==> config.mk <==
export PLATFORM = sky130hd
export DESIGN_NAME = rgb_matrix_driver
export DESIGN_NICKNAME = d
export VERILOG_FILES = /design/src/rtl/rgb_matrix_driver.sv
export SDC_FILE = /design/constraint.sdc
export NUM_CORES = 1
export LEC_CHECK = 0
export BUFFER_PORTS_ARGS = -buffer_cell sky130_fd_sc_hd__buf_2
export CAP_MARGIN = 20
export CORE_MARGIN = 2
export CORE_UTILIZATION = 40
export DETAILED_ROUTE_END_ITERATION = 8
export PLACE_DENSITY = 0.74
export SLEW_MARGIN = 10
export SYNTH_ARGS = -nofsm -noshare
export SYNTH_HDL_FRONTEND = slang
export SYNTH_SLANG_ARGS = --single-unit
==> constraint.sdc <==
create_clock -name clk -period 7.11 [get_ports clk]
set_input_delay 1.0665 -clock clk [delete_from_list [all_inputs] [get_ports clk]]
set_output_delay 1.0665 -clock clk [all_outputs]
set_load 0.005 [all_outputs]
==> src/rtl/rgb_matrix_driver.sv <==
`timescale 1ns/1ps
// Scans three 64-bit colour planes into four chained 74HC595s (R, G, B columns, row anode).
// Each row is one 32-bit word shifted MSB first, latched, then the next row follows.
module rgb_matrix_driver (
  input  logic        clk,
  input  logic        reset,
  input  logic        sh_cp,
  input  logic [63:0] red,
  input  logic [63:0] green,
  input  logic [63:0] blue,
  output logic        ds,
  output logic        st_cp,
  output logic        mr_n,
  output logic        oe_n,
  output logic [2:0]  row_idx,
  output logic        frame_done
);

  typedef enum logic [1:0] {CLEAR, SHIFT, LATCH} state_t;

  state_t      state, state_next;
  logic        sh_q, rise, fall;
  logic [5:0]  bit_cnt;
  logic [31:0] word, load_word;
  logic [63:0] red_q, green_q, blue_q;
  logic [2:0]  load_row;
  logic        load, snap, shift, count, latch_set, frame_pulse;

  // Columns are sink-driven, so a lit pixel shifts out as 0.
  function automatic logic [31:0] row_word(input logic [2:0] r, input logic [63:0] rp,
                                           input logic [63:0] gp, input logic [63:0] bp);
    logic [31:0] w;
    w[7:0] = 8'd1 << r;
    for (int c = 0; c < 8; c++) begin
      w[24+c] = ~rp[{r, 3'(c)}];
      w[16+c] = ~gp[{r, 3'(c)}];
      w[8+c]  = ~bp[{r, 3'(c)}];
    end
    return w;
  endfunction

  assign rise = sh_cp & ~sh_q;
  assign fall = ~sh_cp & sh_q;

  // Row 0 is built straight from the inputs because the snapshot is taken in the same clk.
  assign load_word = snap ? row_word(load_row, red, green, blue)
                          : row_word(load_row, red_q, green_q, blue_q);

  always_ff @(posedge clk or posedge reset) begin
    if (reset) state <= CLEAR;
    else       state <= state_next;
  end

  always_comb begin
    state_next  = state;
    load        = 1'b0;
    snap        = 1'b0;
    shift       = 1'b0;
    count       = 1'b0;
    latch_set   = 1'b0;
    frame_pulse = 1'b0;
    load_row    = row_idx;
    unique case (state)
      CLEAR: begin
        if (fall) begin
          state_next = SHIFT;
          load       = 1'b1;
          snap       = 1'b1;
          load_row   = 3'd0;
        end
      end
      SHIFT: begin
        count = rise;
        if (fall) begin
          if (bit_cnt == 6'd32) begin
            latch_set  = 1'b1;
            state_next = LATCH;
          end else begin
            shift = 1'b1;
          end
        end
      end
      LATCH: begin
        if (fall) begin
          state_next  = SHIFT;
          load        = 1'b1;
          load_row    = row_idx + 3'd1;
          snap        = (row_idx == 3'd7);
          frame_pulse = (row_idx == 3'd7);
        end
      end
      default: state_next = CLEAR;
    endcase
  end

  always_ff @(posedge clk or posedge reset) begin
    if (reset) begin
      sh_q       <= 1'b0;
      bit_cnt    <= 6'd0;
      word       <= 32'd0;
      ds         <= 1'b0;
      st_cp      <= 1'b0;
      mr_n       <= 1'b0;
      oe_n       <= 1'b1;
      row_idx    <= 3'd0;
      frame_done <= 1'b0;
      red_q      <= 64'd0;
      green_q    <= 64'd0;
      blue_q     <= 64'd0;
    end else begin
      sh_q       <= sh_cp;
      frame_done <= frame_pulse;
      if (count) bit_cnt <= bit_cnt + 6'd1;
      if (snap) begin
        red_q   <= red;
        green_q <= green;
        blue_q  <= blue;
      end
      if (load) begin
        word    <= load_word;
        ds      <= load_word[31];
        bit_cnt <= 6'd0;
        row_idx <= load_row;
        st_cp   <= 1'b0;
        mr_n    <= 1'b1;
        oe_n    <= 1'b0;
      end
      if (shift) begin
        word <= {word[30:0], 1'b0};
        ds   <= word[30];
      end
      if (latch_set) st_cp <= 1'b1;
    end
  end

endmodule

* Word-level counts from Yosys, hierarchy flattened
Cells that the tools add are included.
Widths: inputs -> output; s select.
** Cells by class
- Add/subtract/negate cells :: 2
- Magnitude comparators :: 8
- Equal/unequal tests :: 7
- Shift operators :: 1
- Muxes and demuxes :: 124
- Bitwise logic cells :: 52
- Reductions and logical operators :: 6
** Operator list (count)
- $bmux 1 s3 :: 48
- $mux 1 :: 63
- $mux 31 :: 2
- $lt 6x7->1 const B :: 8
- $not 1->1 :: 50
- $mux 32 :: 1
- $mux 6 :: 2
- $shl 1x3->8 const A :: 1
- $add 6x1->6 const B :: 1
- $eq 6x6->1 const B :: 1
- $mux 2 :: 3
- $mux 3 :: 2
- $pmux 3 s2 :: 1
- $reduce_bool 2->1 :: 3
- $ne 2x2->1 const B :: 2
- $pmux 2 s2 :: 1
- $add 3x1->3 const B :: 1
- $eq 3x3->1 const B :: 1
- $reduce_and 3->1 :: 1
- $and 1x1->1 :: 2
- $eq 2x1->1 const B :: 1
- $eq 2x2->1 const B :: 1
- $logic_not 2->1 :: 1
- $ne 2x1->1 const B :: 1
- other kinds (2) :: 2
** Storage, ports and cells
- Register bits :: 240
- Bits of input ports :: 195
- Output and inout port bits :: 8
- Logic and storage cells :: 213

* Longest topological paths before layout
Gate-level depths: netlist of the first run.
- Depth in word-level cells :: 10
- Depth in mapped cells :: 12
- Depth with buffers taken out :: 9

* Worst setup path after synthesis of the first run
Ideal clock, no wire load.
- Path type :: input to register
- From :: input sh_cp
- To :: register word[10]
- Setup time :: 0.131 ns
- Arrival time :: 3.135 ns
- Required time :: 6.979 ns
- Path slack :: 3.844 ns
- Stages on the path :: 12
- Buffers on the path :: 3
- Cells stage by stage :: nor2b_1 clkbuf_1 inv_1 ha_1 and2_1 o31a_1 clkbuf_1 and2_1 clkbuf_1 nand3_1 nand4_1 or3_1
** Between the ends
- Cells in the longest elaborated chain, start to end :: 10
- Elaborated cells on any way between the ends :: 21
- Classes of those cells :: 16 x mux; 4 x bitwise; 1 x reduce/logical
** Ends and longest elaborated chain
- from (decl) :: line 7 : input logic sh_cp,
- $not 1->1 * :: line 43 : assign fall = ~sh_cp & sh_q;
- $and 1x1->1 * :: line 43
- $mux 3 (on tied branches) :: line 84, 65
- $pmux 3 s2 :: line 63 : unique case (state)
- $bmux 1 s3 :: line 37 : w[8+c] = ~bp[{r, 3'(c)}];
- $mux 1 (implied by the code) :: line 37
- $not 1->1 :: line 37
- $mux 32 :: line 46 : assign load_word = snap ? row_word(load_row, red, green, blue)
- $mux 31 :: line 119 : if (load) begin
- $mux 31 :: line 128 : if (shift) begin
- to (signal assigned) :: line 120 : word <= load_word;
- to (signal assigned) :: line 129 : word <= {word[30:0], 1'b0};
- to (decl) :: line 24 : logic [31:0] word, load_word;
Mark *: on every way between the ends. The rest lies on a longest branch, timed or not. The select of a mux whose other input is x is not followed.
A chain may end at the register's enable or synchronous reset.

* Worst setup path in the final report of the first run
- From :: input sh_cp
- To :: register word[12]
Same word-level chain as after synthesis.

==> results of run 1 <==
[state kept, by name, summed over array words and instances, names as in the netlist, 2 cells and up]
register / count
red_q: 64
green_q: 64
bit_cnt: 6
row_idx: 3
state: 2
blue_q: 64
word: 31
[per-stage QoR]
step / instances / power (mW)
floorplan: 1657 / 2.88
global placement: 2166 / 3.21
detailed placement: 2166 / 3.27
CTS: 2217 / 4.79
global route: 2218 / 5.07
finish: 2222 / 4.78
[cell type report]
type,instances,share of cell area
Tap cell,402,0.0337
Clock buffer,35,0.0515
Inverter,8,0.00260
Antenna cell,5,0.000839
Clock inverter,16,0.0129
Multi-Input combinational cell,1295,0.416
Timing Repair Buffer,221,0.0798
Sequential cell,240,0.403
[logic make-up (layout without fill, tap and decap cells)]
group / count (synthesis) / count (layout) / synth area share
flops: 240 / 240 / 0.473
compound gates: 121 / 121 / 0.0686
mux: 60 / 60 / 0.0484
simple gates: 1104 / 1104 / 0.359
buf+inv: 122 / 280 / 0.0432
fa+ha+maj: 5 / 5 / 0.00492
other cells: 0 / 5 / 0
xor+xnor: 5 / 5 / 0.00345
[layer usage]
| layer | routed length, um | global-route usage | up-vias |
|---|---|---|---|
| li1 | - | - | 5739 |
| met1 | 17600 | 0.345 | 5996 |
| met2 | 18900 | 0.383 | 634 |
| met3 | 4200 | 0.0517 | 91 |
| met4 | 1230 | 0.0832 | 2 |
| met5 | 13 | 0 | - |
[tightest hold or removal path: cells and delay by family, from the launching register on]
| kind | cells | cell delay, ns |
|---|---|---|
| and+or+nand+nor | 2 | 0.11 |
| DFF | 1 | 0.34 |
[final timing paths]
kind                                                 to  cells after the start
worst min register to register   blue_q[24]$_DFFE_PP0P_                      2
worst max-delay path               word[12]$_DFFE_PP0P_                     10
worst max register to register     word[12]$_DFFE_PP0P_                      9
worst min-delay path             blue_q[24]$_DFFE_PP0P_                      2
max in group asynchronous       green_q[41]$_DFFE_PP0P_                      4
min in group asynchronous        blue_q[18]$_DFFE_PP0P_                      3
[report_power, final]
group	switching [mW]	total, mW	internal (mW)
Combinational	0.647	1.09	0.439
Sequential	0.320	2.18	1.86
Clock	0.594	1.51	0.912
[cell usage in the layout, fill, tap and decap left out, types with 5 or more instances in the layout]
cell type / instances
or3_1: 9
dfrtp_1: 239
nor2_1: 47
nand4b_1: 6
a221oi_1: 30
o22ai_1: 13
and2_1: 6
buf_4: 16
buf_2: 202
mux2i_1: 57
o21ai_0: 9
clkinv_2: 8
inv_1: 6
nand3_1: 99
a22oi_1: 6
diode_2: 5
a21oi_1: 22
a32o_1: 5
clkbuf_16: 29
nand2_1: 855
ha_1: 5
nand4_1: 40
a31oi_1: 15
and3_1: 27
==> out/metrics.yaml, run 1 <==
timing:
  slew_viol_final: 0
  hold_viol: 0
  finalSetupViolations: 0
  period_share: 0.584
  period_needed_ns: 4.15
  final.setup.worst_slack_ns: 2.96
  rsz0062_at_grt: "no"
  tightest_slew_ns: 1.06
  skew_ns: 0.0124
  tns_ns: 0
  fmaxAchievable_mhz: 241
  hold_ws_ns: 0.473
  slew_headroom: 0.291
logic_synthesis:
  ys_seq_area_frac: 0.473
  synth_edf_count: 0
  netlist_top_cells_count: "nand2_1 (855), dfrtp_1 (239), nand3_1 (99)"
  synth_warnings: 0
  synth_area_um2: 12700
  postSynth.asyncResetShare: 1.00
  synth.distinct_cells: 52
  synth_area_leader_cell: "dfrtp_1"
  post-synth-top-count-cell: "nand2_1"
  syn_nets: 1857
  synth_area_leaders: "dfrtp_1 (47%), nand2_1 (25%), mux2i_1 (4.5%)"
  ys_seq_elements: 240
  synth_cells: 1657
  synth.avg_cell_area_um2: 7.67
  synth.top_cell.area_share: 0.471
  synth_flop_cell: "dfrtp_1"
drt:
  drtIter0Drc: 1421
  postRouteAntennaNets: 0
  finalWirelength_mm: 41.9
  drc_errors: 0
  wl_per_cell_um: 18.9
  drt_pre_antenna_iters: 6
  vias_per_cell: 5.61
  vias: 12500
floorplanning:
  num_rows: 65
  die_area_um2: 33200
  coreArea_um2: 31400
  die_h_um: 182
  io_pins: 203
  start_util: 0.405
  die_w_um: 182
flow_run:
  drv_cap: 0
clock_network:
  cts.root.buffer_cell: "clkbuf_16"
  post_cts_buffers: 0
  cts.sinks: 240
  clk_pin_slew_ns: 0.06
  cts-resized-gates: 0
  cts_buffer_depth: 3
  cts_buffers: 28
  clk_latency_ns: 0.54
  cts_hold_buf: 0
  cts_tree: "done"
  htree_num_levels: 1
global_route:
  gr-usage-all-layers: 0.247
  antenna_found_initial: 5
  grt_pass1_vias: 11800
  grt_max_degree: 193
  grt_remaining_overflow: 0
  grt_pass1_wl_mm: 64.8
setup_path:
  slowest_stage: "buf_4"
  crit_start: "sh_cp"
  worstPathCellList: "buf_2, or3b_1, buf_4, a22oi_2, buf_4, buf_4, nand2_1, nand3_1, nand4_1, or3_1"
  cp_max_fo: 87
  r2r-start: "state[0]$_DFFE_PP0P_"
  endpoint_kind: "flop"
  critPathArrivalTime_ns: 4.57
  cp_top_family: "buffers and inverters"
  reg2reg_slack_ns: 2.97
  worst_path_largest_cell_delay_ns: 0.86
  path_class: "primary input to flop"
  critPathLaunchType: "primary input"
  crit_top_cell: "buf_4"
  path_buf_inv: 4
  crit_required_ns: 7.53
hold_path:
  hold_path_class: "flop to flop"
  min_from: "blue_q[24]$_DFFE_PP0P_"
final_layout:
  utilization: 0.475
  final_area_um2: 14900
  drive_gt1_frac: 0.156
  nets: 1994
  multi_input_comb_area_um2: 6210
  fillers: 3067
  area_delta_synth_final_pct: 17.4
  final-seq-area_um2: 6010
place:
  pre_cts_ws_ns: 2.53
  dp_hpwl_mm: 27.7
  dpl-instance-area_um2: 13900
  port_buffers: 202
  gp_congestion: 0.864
power_and_ir_drop:
  cellPowerDensity_nw_per_um2: 320
  p_leak_nw: 7.51
  vdd_ir_drop_max_mv: 0.180
status:
  outcome: "finished clean"
No activity file was read; power rests on OpenSTA's default activity.
==> run 2: changes to the inputs <==
Clock period 7.11 ns to 3.8 ns, I/O delays scaled along.
==> out/metrics.yaml, run 2 (synthesis gave the netlist of run 1 again) <==
drt:
  vias_per_cell: 5.59  # was 5.61
  drt_pre_antenna_iters: 7  # was 6
  wl_per_cell_um: 18.8  # was 18.9 um
  drc_errors: 0  # unchanged
  drtIter0Drc: 1246  # was 1421
  finalWirelength_mm: 41.9  # about the same
  vias: 12500  # about the same
  postRouteAntennaNets: 0  # unchanged
floorplanning:
  start_util: 0.405  # unchanged
  coreArea_um2: 31400  # unchanged
  die_area_um2: 33200  # unchanged
  die_w_um: 182  # unchanged
  io_pins: 203  # unchanged
  num_rows: 65  # unchanged
  die_h_um: 182  # unchanged
hold_path:
  hold_path_class: "primary input to asynchronous set/reset pin"  # was flop to flop
final_layout:
  fillers: 3069  # was 3067
  mostFrequentLayoutCells: "nand2_1 (855), dfrtp_1 (239), buf_2 (202), nand3_1 (99), mux2i_1 (57)"  # unchanged
  reg_top3: "blue_q (64), green_q (64), red_q (64)"  # unchanged
  multi_input_comb_area_um2: 6200  # was 6210 um2
  utilization: 0.482  # was 0.475
  final-seq-area_um2: 6010  # unchanged
  drive_gt1_frac: 0.162  # was 0.156
  layout_commonest_cell: "nand2_1"  # unchanged
  final_area_um2: 15100  # was 14900 um2
  area_delta_synth_final_pct: 19.1  # was 17.4%
  stdcell_count: 2233  # was 2222
  num_antenna_cells: 0  # was 5
  nets: 2011  # was 1994
place:
  dp_hpwl_mm: 29.0  # was 27.7 mm
  port_buffers: 202  # unchanged
  dpl-instance-area_um2: 14200  # was 13900 um2
  gp_congestion: 0.912  # was 0.864
  dpl.cell_count: 2183  # was 2166
  pre_cts_ws_ns: 0.599  # was 2.53 ns
setup_path:
  endpoint_kind: "flop"  # unchanged
  path_class: "flop to flop"  # was primary input to flop
  worstReg2RegEnd: "ds$_DFFE_PP0P_"  # was word[12]$_DFFE_PP0P_
  critPathLaunchType: "flop"  # was primary input
  crit_start: "state[0]$_DFFE_PP0P_"  # was sh_cp
  r2r-start: "state[0]$_DFFE_PP0P_"  # unchanged
  rr_worst_depth: 7  # was 9
  cp_max_fo: 34  # was 87
  reg2reg_slack_ns: 0.61  # was 2.97 ns
  crit_required_ns: 4.29  # was 7.53 ns
  critPathArrivalTime_ns: 3.68  # was 4.57 ns
timing:
  slew_viol_final: 0  # unchanged
  tightest_slew_ns: 1.12  # was 1.06 ns
  slew_headroom: 0.253  # was 0.291
  period_share: 0.840
  final.setup.worst_slack_ns: 0.609  # was 2.96 ns
  fmaxAchievable_mhz: 313
  hold_ws_ns: 0.179  # was 0.473 ns
  rsz0062_at_grt: "no"  # unchanged
  finalSetupViolations: 0  # unchanged
  tns_ns: 0  # unchanged
  skew_ns: 0.00902  # was 0.0124 ns
  hold_viol: 0  # unchanged
  period_needed_ns: 3.19
clock_network:
  cts_hold_buf: 0  # unchanged
  post_cts_buffers: 0  # unchanged
  clk_pin_slew_ns: 0.06  # about the same
  cts_buffers: 28  # unchanged
  cts.root.buffer_cell: "clkbuf_16"  # unchanged
  clk_latency_ns: 0.55  # was 0.54 ns
  htree_num_levels: 1  # unchanged
  cts.sinks: 240  # unchanged
  cts_buffer_depth: 3  # unchanged
  cts-resized-gates: 0  # unchanged
  cts_tree: "done"  # unchanged
global_route:
  grt_pass1_vias: 11900  # was 11800
  gr-usage-all-layers: 0.249  # was 0.247
  antenna_found_initial: 1  # was 5
  grt_pass1_wl_mm: 65.6  # was 64.8 mm
  grt_remaining_overflow: 0  # unchanged
  grt_max_degree: 161  # was 193
power_and_ir_drop:
  p_leak_nw: 7.64  # was 7.51 nW
  vdd_ir_drop_max_mv: 0.401  # was 0.180 mV
  cellPowerDensity_nw_per_um2: 597  # was 320 nW/um2
  finalPower_mw: 9.03  # was 4.78 mW
flow_run:
  drv_cap: 0  # unchanged
status:
  outcome: "finished clean"  # unchanged
==> run 2: report_power, final <==
part | internal, mW | switching (mW)
Sequential | 3.49 | 0.616
Combinational | 0.848 | 1.21
Clock | 1.76 | 1.10
Total | 6.10 | 2.93
==> run 2: metal layers <==
metal,track usage,vias up,share of wire
met1,0.352,6008,0.43
met4,0.0758,2,0.029
li1,-,5768,-
met2,0.392,615,0.45
met3,0.0409,86,0.094
met5,0,-,0.00031
==> run 2: worst max-delay path by stage <==
stage | end | slack, ns | depth (start not counted)
2_1_floorplan | bit_cnt[0]$_DFFE_PP0P_ | 0.08 | 1
3_3_place_gp | ds$_DFFE_PP0P_ | 0.73 | 8
6_report | ds$_DFFE_PP0P_ | 0.61 | 7
5_1_grt | ds$_DFFE_PP0P_ | 0.45 | 7
4_1_cts | ds$_DFFE_PP0P_ | 0.68 | 7
3_5_place_dp | ds$_DFFE_PP0P_ | 0.60 | 8
==> run 2: final cells by class <==
class                      instances  area share
sequential                       240       0.397
tap                              402      0.0332
multi-input combinational       1295       0.410
inverter                           8     0.00256
clock inverter                    10      0.0106
timing repair buffer             238      0.0929
clock buffer                      40      0.0540
==> run 2: critical path, stage by stage, from the launching register on <==
cell      delay (ns)
dfrtp_1         0.54
or3b_1          0.47
buf_4           0.28
a22o_1          0.56
nor2_1          0.79
o21ai_0         0.20
nand4b_1        0.13
and3_1          0.15
==> run 3: changes to the inputs <==
Settings changed: PLACE_DENSITY 0.74 to 0.72.
Clock period 3.8 ns to 3.06 ns, I/O delays scaled along.
==> out/metrics.yaml, run 3 (synthesis gave the netlist of run 1 again) <==
status:
  outcome: "finished clean"  # unchanged
drt:
  drc_errors: 0  # unchanged
  postRouteAntennaNets: 0  # unchanged
  wl_per_cell_um: 18.6  # was 18.8 um
  drtIter0Drc: 1278  # was 1246
  vias_per_cell: 5.52  # was 5.59
  finalWirelength_mm: 41.9  # about the same
  drt_pre_antenna_iters: 5  # was 7
  vias: 12400  # was 12500
timing:
  tightest_slew_ns: 0.950  # was 1.12 ns
  finalSetupViolations: 0  # unchanged
  slew_headroom: 0.363  # was 0.253
  period_share: 0.915  # was 0.840
  final.setup.worst_slack_ns: 0.261  # was 0.609 ns
  period_needed_ns: 2.80  # was 3.19 ns
  slew_viol_final: 0  # unchanged
  hold_viol: 0  # unchanged
  fmaxAchievable_mhz: 357  # was 313 MHz
  rsz0062_at_grt: "no"  # unchanged
  skew_ns: 0.00843  # was 0.00902 ns
floorplanning:
  io_pins: 203  # unchanged
  die_area_um2: 33200  # unchanged
  start_util: 0.405  # unchanged
  die_h_um: 182  # unchanged
  die_w_um: 182  # unchanged
  coreArea_um2: 31400  # unchanged
  num_rows: 65  # unchanged
place:
  port_buffers: 202  # unchanged
  dpl.cell_count: 2196  # was 2183
  pre_cts_ws_ns: 0.118  # was 0.599 ns
  dp_hpwl_mm: 28.7  # was 29.0 mm
  gp_congestion: 0.883  # was 0.912
final_layout:
  reg_top3: "blue_q (64), green_q (64), red_q (64)"  # unchanged
  stdcell_count: 2249  # was 2233
  area_delta_synth_final_pct: 20.2  # was 19.1%
  mostFrequentLayoutCells: "nand2_1 (855), dfrtp_1 (239), buf_2 (202), nand3_1 (98), mux2i_1 (57)"  # was nand2_1 (855), dfrtp_1 (239), buf_2 (202), nand3_1 (99), mux2i_1 (57)
  nets: 2024  # was 2011
  drive_gt1_frac: 0.170  # was 0.162
  layout_commonest_cell: "nand2_1"  # unchanged
  utilization: 0.486  # was 0.482
global_route:
  grt_pass1_wl_mm: 65.7  # was 65.6 mm
  grt_max_degree: 151  # was 161
  grt_pass1_vias: 12000  # was 11900
  antenna_found_initial: 5  # was 1
  grt_remaining_overflow: 0  # unchanged
  gr-usage-all-layers: 0.248  # was 0.249
clock_network:
  clk_latency_ns: 0.54  # was 0.55 ns
  post_cts_buffers: 0  # unchanged
  cts_buffers: 28  # unchanged
  cts.root.buffer_cell: "clkbuf_16"  # unchanged
  clk_pin_slew_ns: 0.06  # about the same
  htree_num_levels: 1  # unchanged
  cts_tree: "done"  # unchanged
  cts_buffer_depth: 3  # unchanged
  cts.sinks: 240  # unchanged
power_and_ir_drop:
  vdd_ir_drop_max_mv: 0.480  # was 0.401 mV
  finalPower_mw: 11.3  # was 9.03 mW
  p_leak_nw: 7.71  # was 7.64 nW
  cellPowerDensity_nw_per_um2: 737  # was 597 nW/um2
setup_path:
  critPathArrivalTime_ns: 3.22  # was 3.68 ns
  path_class: "flop to flop"  # unchanged
  critPathLaunchType: "flop"  # unchanged
  endpoint_kind: "flop"  # unchanged
  cp_max_fo: 12  # was 34
  crit_required_ns: 3.48  # was 4.29 ns
flow_run:
  drv_cap: 0  # unchanged
hold_path:
  hold_path_class: "primary input to asynchronous set/reset pin"  # unchanged
run 3: layout make-up:
class,count,area [um2]
Sequential cell,240,6010
Clock inverter,10,158
Timing Repair Buffer,251,1520
Multi-Input combinational cell,1295,6200
Fill cell,3034,16100
Inverter,8,38.8
Tap cell,402,503
Antenna cell,3,7.51
Clock buffer,40,837
run 3: power by group:
group	total (mW)	switching [mW]	leakage [nW]	internal, mW
registers	5.07	0.735	2.92	4.34
clock network	3.59	1.37	0.493	2.23
logic	2.60	1.53	4.29	1.07
total	11.3	3.63	7.71	7.63
run 3: worst max-delay path, cell delays in order (launching register included):
cell and delay (ns):
dfrtp_1 0.40, nor2b_1 0.21, inv_1 0.10, ha_1 0.27, and2_1 0.19, o31a_1 0.37
and2_1 0.43, nand3_1 0.21, nand4_1 0.13, or3_1 0.36
run 3: layer usage:
metal,share of wire,wire length (um),up-vias,GRT usage
li1,-,-,5797,-
met1,0.43,17900,5933,0.346
met2,0.46,19100,596,0.398
met3,0.086,3620,85,0.0411
met4,0.030,1240,6,0.0752
met5,0.00079,33,-,0
run 3: through the flow:
| stage | hold slack [ns] | TNS, ns | cell area (um2) |
|---|---|---|---|
| CTS | 0.107 | 0 | 15300 |
| detailed placement | 0.450 | 0 | 14300 |
| floorplan | 0.440 | -130.50 | 12700 |
| global placement | 0.448 | 0 | 14300 |
| global route | 0.125 | 0 | 15300 |
| finish | 0.117 | 0 | 15300 |
run 3: timing repair:
| action | CTS | global route |
|---|---|---|
| setup endpoints to repair | 0 | 2 |
| resized for setup | 0 | 1 |
| hold buffers | 0 | 0 |
run 3: worst paths after layout:
kind	start	to	slack [ns]	cells after the start
worst max-delay path	sh_q$_DFF_PP0_	word[11]$_DFFE_PP0P_	0.26	9
worst min-delay path	reset	bit_cnt[0]$_DFFE_PP0P_	0.12	3
worst max register to register	sh_q$_DFF_PP0_	word[11]$_DFFE_PP0P_	0.26	9
worst min register to register	mr_n$_DFFE_PP0P_	mr_n$_DFFE_PP0P_	0.46	1
max in group asynchronous	reset	green_q[33]$_DFFE_PP0P_	2.40	3
min in group clk	green[1]	green_q[1]$_DFFE_PP0P_	0.12	3
